`src/rtl/coil_chopper.sv`:
```
// Constant-off-time H-bridge chopper with dead time and latched overcurrent; all outputs registered (1 edge latency).
// COIL_SLOW_DECAY_EN: off time uses slow decay (both low switches on); default build uses fast decay (all off).
module coil_chopper #(
    parameter int CURRENT_BITS = 13,
    parameter int TIMER_BITS   = 8,
    parameter int DEADTIME     = 4,
    parameter int BLANK_TIME   = 8,
    parameter int OFF_TIME     = 32,
    parameter int OC_LIMIT     = 4000
) (
    input  logic                    clk,
    input  logic                    reset,
    input  logic                    enable,
    input  logic                    direction,
    input  logic [CURRENT_BITS-1:0] target_current,
    input  logic [CURRENT_BITS-1:0] current,
    output logic                    s_l0,
    output logic                    s_h0,
    output logic                    s_l1,
    output logic                    s_h1,
    output logic                    drive_active,
    output logic                    fault
);

    typedef enum logic [2:0] {
        IDLE  = 3'd0,
        DEAD  = 3'd1,
        BLANK = 3'd2,
        DRIVE = 3'd3,
        OFFT  = 3'd4,
        FAULT = 3'd5
    } state_t;

    localparam logic [CURRENT_BITS-1:0] OC_LIM = CURRENT_BITS'(OC_LIMIT);

`ifdef COIL_SLOW_DECAY_EN
    localparam logic SLOW_DECAY = 1'b1;
`else
    localparam logic SLOW_DECAY = 1'b0;
`endif

    state_t                state, state_n;
    state_t                dead_next, dead_next_n;
    logic                  dir_q, dir_n;
    logic [TIMER_BITS-1:0] timer, timer_n;
    logic                  drv_n, off_n;

    // Timer holds cycles remaining minus one, so a phase of length L exits after L cycles.
    function automatic logic [TIMER_BITS-1:0] phase_load(input state_t s);
        int len;
        case (s)
            DEAD:    len = DEADTIME;
            BLANK:   len = BLANK_TIME;
            OFFT:    len = OFF_TIME;
            default: len = 0;
        endcase
        return (len > 0) ? TIMER_BITS'(len - 1) : '0;
    endfunction

    always_comb begin
        state_n     = state;
        dead_next_n = dead_next;
        dir_n       = dir_q;
        timer_n     = (timer == '0) ? timer : timer - TIMER_BITS'(1);
        if (!enable) begin
            state_n = IDLE;
        end else begin
            case (state)
                IDLE: begin
                    state_n     = DEAD;
                    dir_n       = direction;
                    dead_next_n = BLANK;
                end
                DEAD: begin
                    if (timer == '0) state_n = dead_next;
                end
                BLANK, DRIVE: begin
                    if (current >= OC_LIM) begin
                        state_n = FAULT;
                    end else if (direction != dir_q) begin
                        state_n     = DEAD;
                        dir_n       = direction;
                        dead_next_n = BLANK;
                    end else if (state == DRIVE || timer == '0) begin
                        // The last blank cycle doubles as the first DRIVE compare, so a pulse is never shorter than the blank.
                        if (current >= target_current) begin
                            state_n     = DEAD;
                            dead_next_n = OFFT;
                        end else begin
                            state_n = DRIVE;
                        end
                    end
                end
                OFFT: begin
                    if (timer == '0) begin
                        state_n     = DEAD;
                        dir_n       = direction;
                        dead_next_n = BLANK;
                    end
                end
                FAULT:   state_n = FAULT;
                default: state_n = IDLE;
            endcase
        end
        if (state_n != state) timer_n = phase_load(state_n);
    end

    assign drv_n = (state_n == BLANK) || (state_n == DRIVE);
    assign off_n = (state_n == OFFT) && SLOW_DECAY;

    always_ff @(posedge clk) begin
        if (reset) begin
            state        <= IDLE;
            dead_next    <= BLANK;
            dir_q        <= 1'b0;
            timer        <= '0;
            s_l0         <= 1'b1;
            s_h0         <= 1'b1;
            s_l1         <= 1'b1;
            s_h1         <= 1'b1;
            drive_active <= 1'b0;
            fault        <= 1'b0;
        end else begin
            state        <= state_n;
            dead_next    <= dead_next_n;
            dir_q        <= dir_n;
            timer        <= timer_n;
            s_l0         <= !((drv_n && !dir_n) || off_n);
            s_h0         <= !(drv_n && dir_n);
            s_l1         <= !((drv_n && dir_n) || off_n);
            s_h1         <= !(drv_n && !dir_n);
            drive_active <= drv_n;
            fault        <= (state_n == FAULT);
        end
    end

endmodule

```
`config.mk`:
```
export PLATFORM = sky130hd
export DESIGN_NAME = coil_chopper
export DESIGN_NICKNAME = d
export VERILOG_FILES = /design/src/rtl/coil_chopper.sv
export SDC_FILE = /design/constraint.sdc
export NUM_CORES = 1
export LEC_CHECK = 0
export BUFFER_PORTS_ARGS = -buffer_cell sky130_fd_sc_hd__buf_2
export CORE_MARGIN = 5
export CORE_UTILIZATION = 53
export DETAILED_ROUTE_END_ITERATION = 6
export GPL_ROUTABILITY_DRIVEN = 0
export PLACE_DENSITY = 0.76
export SLEW_MARGIN = 15
export SYNTH_ARGS = -nofsm -noshare
export SYNTH_HDL_FRONTEND = slang
export SYNTH_SLANG_ARGS = --single-unit
```
`constraint.sdc`:
```
create_clock -name clk -period 3.1 [get_ports clk]
set_input_delay 0.155 -clock clk [delete_from_list [all_inputs] [get_ports clk]]
set_output_delay 0.155 -clock clk [all_outputs]
set_load 0.01 [all_outputs]
```
# Yosys cells after proc, flatten, opt, wreduce, memory -nomap -nowiden
# Cells that the tools add are included.
[totals]
regBits = 19
in_bits = 30
output_inout_bits = 6
elab_cells = 66
[classes]
add_sub_neg = 2
magnitude_cmp = 3
n_eq_ne = 17
muxes = 24
reduce_logical = 12
[op_table]
columns = ["cell", "n"]
rows = [
  ["3-bit two-way mux", 11],
  ["32-bit by 1-bit greater-than comparator with 1-bit output, second input constant", 1],
  ["32-bit two-way mux", 1],
  ["8-bit two-way mux", 3],
  ["6-bit one-hot mux with 3 select lines", 1],
  ["3-bit one-hot mux with 5 select lines", 1],
  ["13-bit by 12-bit >= comparator with 1-bit output, second input constant", 1],
  ["13-bit >= comparator", 1],
  ["3-bit by 2-bit equality test with 1-bit output, second input constant", 4],
  ["3-bit equality test, second input constant", 4],
  ["3-bit one-hot mux with 3 select lines", 1],
  ["8-bit logical NOT", 1],
  ["8-bit by 1-bit subtractor with 8-bit output, second input constant", 1],
  ["8-bit by 2-bit subtractor with 8-bit output, second input constant", 1],
  ["3-bit by 1-bit equality test with 1-bit output, second input constant", 2],
  ["3-bit != test, second input constant", 2],
  ["6-bit AND reduction", 1],
  ["1-bit two-way mux", 4],
  ["2-bit != test, second input constant", 2],
  ["1-bit logical NOT", 3],
  ["3-bit logical NOT", 1],
  ["3-bit != test", 1],
  ["1-bit one-hot mux with 3 select lines", 1],
  ["3-bit nonzero test", 1],
  ["other kinds (6)", 8],
]

# Longest topological paths before layout
[depth]
depth_word = 13
ltp_mapped = 9
depth_no_buf = 9

# Worst setup path before layout
# No wires, ideal clock.
[synth_timing]
path_kind = "reg-to-reg"
startpoint = "register timer[0]"
endpoint = "register timer[3]"
setup_time_ps = 122
arrival_ps = 2089
t_required_ps = 2978
setup_slack_ps = 888
stages_incl_launch_ff = 9
n_path_buf = 0
period_less_slack_ps = 2212
path_cell_list = "dfxtp_1 > inv_1 > ha_1 > or4b_4 > o211ai_1 > o2111ai_1 > a221oi_2 > and4bb_1 > o21bai_1"
[synth_between]
elab_chain_cells = 13
[synth_rtl]
columns = ["item", "line_no", "source"]
rows = [
  ["start: declaration", "45", "logic [TIMER_BITS-1:0] timer, timer_n;"],
  ["start signal: assignment", "127", "timer <= timer_n;"],
  ["8-bit logical NOT", "n/a", ""],
  ["1-bit logical OR", "84", "end else if (state == DRIVE || timer == '0) begin"],
  ["3-bit two-way mux", "84", ""],
  ["3-bit two-way mux", "80", "end else if (direction != dir_q) begin"],
  ["3-bit two-way mux", "78", "if (current >= OC_LIM) begin"],
  ["3-bit one-hot mux with 5 select lines", "68", "case (state)"],
  ["3-bit two-way mux", "65", "if (!enable) begin"],
  ["3-bit equality test (tied with other cells)", "51", "case (s)"],
  ["6-bit one-hot mux with 3 select lines", "51", ""],
  ["32-bit two-way mux", "105", "if (state_n != state) timer_n = phase_load(state_n);"],
  ["32-bit by 1-bit greater-than comparator with 1-bit output / 8-bit by 2-bit subtractor with 8-bit output (equally long branches)", "57", "return (len > 0) ? TIMER_BITS'(len - 1) : '0;"],
  ["8-bit two-way mux", "57", ""],
  ["8-bit two-way mux", "105", ""],
]
# Parallel ways exist; a longest one is shown, timed or not. The select of a mux whose other input is x is not followed.
# A chain may end at the register's enable or synchronous reset.

# Worst setup path after layout
[layout_timing]
startpoint = "register timer[0]"
endpoint = "register timer[1]"
[layout_between]
elab_chain_cells = 13
[layout_rtl]
columns = ["item", "line_no"]
rows = [
  ["8-bit logical NOT", "n/a"],
  ["1-bit logical OR", "84"],
  ["3-bit two-way mux", "84"],
  ["3-bit two-way mux", "80"],
  ["3-bit two-way mux", "78"],
  ["3-bit one-hot mux with 5 select lines", "68"],
  ["3-bit two-way mux", "65"],
  ["3-bit equality test (tied with other cells)", "51"],
  ["6-bit one-hot mux with 3 select lines", "51"],
  ["32-bit two-way mux", "105"],
  ["32-bit by 1-bit greater-than comparator with 1-bit output", "57"],
  ["8-bit two-way mux", "57"],
  ["8-bit two-way mux", "105"],
]
# Parallel ways exist; a longest one is shown, timed or not. The select of a mux whose other input is x is not followed.

==> summary.md <==
| Metric | Value |
|---|---|
| Outcome | `completed` |
| Main combinational cell family by area after synthesis | `simple AND/OR/NAND/NOR gates` |
| VDD IR-drop max | `0.490 mV` |
| Dominant synthesized flop cell | `dfxtp_1` |
| Detail Route Antenna Nets | `0` |
| Crit path cell chain | `inv_1 > ha_1 > nor4b_2 > nand2_1 > o2bb2ai_1 > a22oi_1 > nand2_1 > nor3b_1 > o22ai_1` |
| Starting Density | `54.4%` |
| Final slew viol count | `0` |
| Longest Clk Path Bufs | `2` |
| Setup slack, reg-to-reg | `0.46 ns` |
| Post-synthesis cell count | `187` |
| Reg-to-reg critical path endpoint | `timer[1]$_SDFFE_PP0P_` |
| Syn Nets | `232` |
| # diodes | `0` |
| Area of the multi-input gates | `1000 um2` |
| Place WS | `0.500 ns` |
| Initial antenna violation count | `0` |
| Fmax | `0.379 GHz` |
| Mux share of post-synthesis cell area | `2.04%` |
| Final Setup Violations | `0` |
| Cell Pwr Density | `531 nW/um2` |
| Critical hold path startpoint | `reset` |
| Worst slew margin | `60.9%` |
| Final hold slack | `0.133 ns` |
| Critical-path top delay cell | `a22oi_1` |
| Vias in the first global route | `1377` |
| Final setup TNS | `0 ns` |
| Final worst-path cycle share | `85.1%` |
| Final Hold Fails | `0` |
| Critical Path AT | `2.82 ns` |
| XOR/XNOR Fraction of Synth Area | `3.57%` |
| Slowest Stage Delay on Critical Path | `0.38 ns` |
| RR Startpoint | `timer[0]$_SDFFE_PP0P_` |
| Die height | `62.7 um` |
| Layout Cells excl Fill | `250` |
| CP endpoint kind | `flop` |
| CTS Hold Bufs | `0` |
| Worst Reg2Reg Path Length in Cells | `9` |
| Sequential area share after synthesis | `24.4%` |
| Async SR Flop Fraction | `0%` |
| FF+latch area | `360 um2` |
| CTS Buf Count | `3` |
| Post-Synthesis Cell Area | `1470 um2` |
| Slew @ Worst Pin | `0.585 ns` |
| Cell total after placement | `246` |
| Most frequent CP cell | `nand2_1` |
| First-pass GRT wire length | `5660 um` |
| Clock Sinks | `18` |
| CTS resizes | `0` |
| CTS tree | `done` |
| P_leak | `0.000798 uW` |
| Nets | `265` |
| Die Span X | `62.7 um` |
| Clock Skews | `0.00735 ns` |
| Routed vias/inst | `5.83` |
| I/O pin count | `36` |
| Largest net degree at the start of global routing | `18` |
| CTS clk-pin slew, worst paths | `0.10 ns` |
| Routed WL per cell | `13.5 um` |
| Worst Setup Slack, final | `0.462 ns` |
| Overall power | `897 uW` |
| Routed WL | `3380 um` |
| Library cells used by synthesis | `46` |
| Worst hold endpoint | `state[0]$_SDFF_PP0_` |
| DRC errors left | `0` |
| Layout fillers | `243` |
| Number of H-tree levels | `1` |
| # rows | `19` |
| Share of cells above drive strength 1 | `21.0%` |
| Synth Area in Compound Gates | `24.6%` |
| Clk root buf | `clkbuf_4` |
| Max Cap Viol | `0` |
| Overflow after GRT | `0` |
| Avg Inst Size Synth | `7.88 um2` |
| Area delta synth->final | `14.7%` |
| Setup Fix Bufs, Post-CTS | `0` |
| Vias | `1457` |
| Synth warn | `0` |
| Min cycle time layout | `2.64 ns` |
| CP required | `3.28 ns` |
| #FFs+latches synth | `18` |
| Gr usage total | `16.8%` |
| 1st-pass router iterations | `4` |
| RSZ-0062 raised after global routing | `no` |
| Simple-gate share of the synthesized area | `25.0%` |
| Area of the die | `3940 um2` |
| Worst hold path type | `in2reg` |
| Worst-Skew Late Latency | `0.30 ns` |
| Adder-Cell Fraction of Synth Area | `12.7%` |
| DP HPWL | `2790 um` |
| Hold path cells | `2` |
| Crit start category | `flop` |
| CP Class | `reg2reg` |
| Core area | `2710 um2` |
| Crit Path Max Fanout | `7` |
| Initial drt markers | `70` |
| IO buf count | `35` |
| Post-synth EDFFs | `0` |
-- registers in the layout (all words and copies together), names as in the netlist --
| register | flops |
|---|---|
| timer | 8 |
| s_h1 | 1 |
| s_l1 | 1 |
| fault | 1 |
| drive_active | 1 |
| dir_q | 1 |
| dead_next | 2 |
| state | 3 |
-- report_power, final --
part           internal, uW  leakage [uW]  total (uW)  switching [uW]
combinational           195      0.000630         452             257
sequential              262      0.000147         302            39.6
clock                  71.7     0.0000210         143            71.8
total                   529      0.000798         897             368
-- routing by layer --
layer / vias to the layer above / GRT usage [%] / share of wire [%]
met5: - / 0 / 0
met4: 0 / 3.98 / 1.1
met3: 4 / 4.32 / 6.6
met2: 53 / 30.7 / 51
met1: 659 / 19.3 / 41
li1: 741 / - / -
-- worst max path at each step --
stage,from,endpoint,cells past startpoint
2_1_floorplan,timer[0]$_SDFFE_PP0P_,timer[3]$_SDFFE_PP0P_,8
3_3_place_gp,timer[0]$_SDFFE_PP0P_,timer[3]$_SDFFE_PP0P_,9
3_5_place_dp,timer[0]$_SDFFE_PP0P_,timer[1]$_SDFFE_PP0P_,9
4_1_cts,timer[0]$_SDFFE_PP0P_,timer[1]$_SDFFE_PP0P_,9
5_1_grt,timer[0]$_SDFFE_PP0P_,timer[1]$_SDFFE_PP0P_,9
6_report,timer[0]$_SDFFE_PP0P_,timer[1]$_SDFFE_PP0P_,9
-- synthesized netlist by cell type (2+ instances only) --
library cell / instances / area (um2)
a211oi_1: 2 / 15.0
a21oi_1: 16 / 80.1
a22oi_1: 2 / 15.0
and2_1: 2 / 12.5
and3_1: 3 / 18.8
buf_4: 2 / 15.0
clkbuf_1: 4 / 15.0
dfxtp_1: 18 / 360
ha_1: 15 / 188
inv_1: 21 / 78.8
mux2i_1: 3 / 30.0
nand2_1: 16 / 60.1
nand2b_1: 4 / 25.0
nand3_1: 3 / 15.0
nand4_1: 2 / 12.5
nor2_1: 15 / 56.3
nor2b_1: 6 / 37.5
nor3_1: 4 / 20.0
nor3b_1: 3 / 22.5
nor4_1: 3 / 18.8
o2111ai_1: 2 / 17.5
o211a_1: 2 / 20.0
o211ai_1: 3 / 22.5
o21ai_0: 3 / 15.0
o21bai_1: 4 / 30.0
o22ai_1: 3 / 18.8
o2bb2ai_1: 2 / 17.5
or3_1: 2 / 12.5
xnor2_1: 4 / 35.0
xor2_1: 2 / 17.5
-- cells in the final DEF (no fill, tap or decap), types with 2 or more instances in the layout --
cell type,Yosys,routed
o211a_1,2,2
or3_1,2,2
nor2_1,15,15
dfxtp_1,18,18
ha_1,15,15
nand2_1,16,16
mux2i_1,3,3
buf_2,0,35
o21ai_0,3,3
o21bai_1,4,4
o211ai_1,3,3
clkbuf_4,0,3
o22ai_1,3,3
o2111ai_1,2,2
a211oi_1,2,2
nand2b_1,4,4
o2bb2ai_1,2,2
nand4_1,2,2
nor3_1,4,4
nor3b_1,3,3
and3_1,3,3
xor2_1,2,2
a22oi_1,2,2
a21oi_1,16,16
nor2b_1,6,6
nand3_1,3,3
and2_1,2,2
xnor2_1,4,4
inv_1,21,21
nor4_1,3,3
-- worst max-delay path, delay by kind of cell, from the launching register on --
kind	cells	cell delay, ns
buffers and inverters	1	0.12
AND/OR/NAND/NOR	4	1.13
AO/OA/AOI/OAI	3	0.73
flip-flops	1	0.34
adder cells (fa/ha/maj)	1	0.20
-- cell type report --
class	instances	share of cell area (%)
tap	31	2.29
inverter	21	4.66
multi-input combinational	141	59.2
sequential	18	21.3
timing repair buffer	35	10.4
clock buffer	4	2.15
-- per-stage QoR --
step	area (um2)	util (%)
3_5_place_dp	1650	61.0
3_3_place_gp	1650	61.0
5_1_grt	1690	62.4
2_1_floorplan	1470	-
6_report	1690	62.4
4_1_cts	1690	62.4
-- cell families after synthesis --
| family | after synthesis |
|---|---|
| flops | 18 |
| simple gates | 68 |
| fa+ha+maj | 15 |
| buf+inv | 28 |
| compound gates | 49 |
| xor+xnor | 6 |
| mux | 3 |
Note: power is estimated with default switching activity, not from simulation.
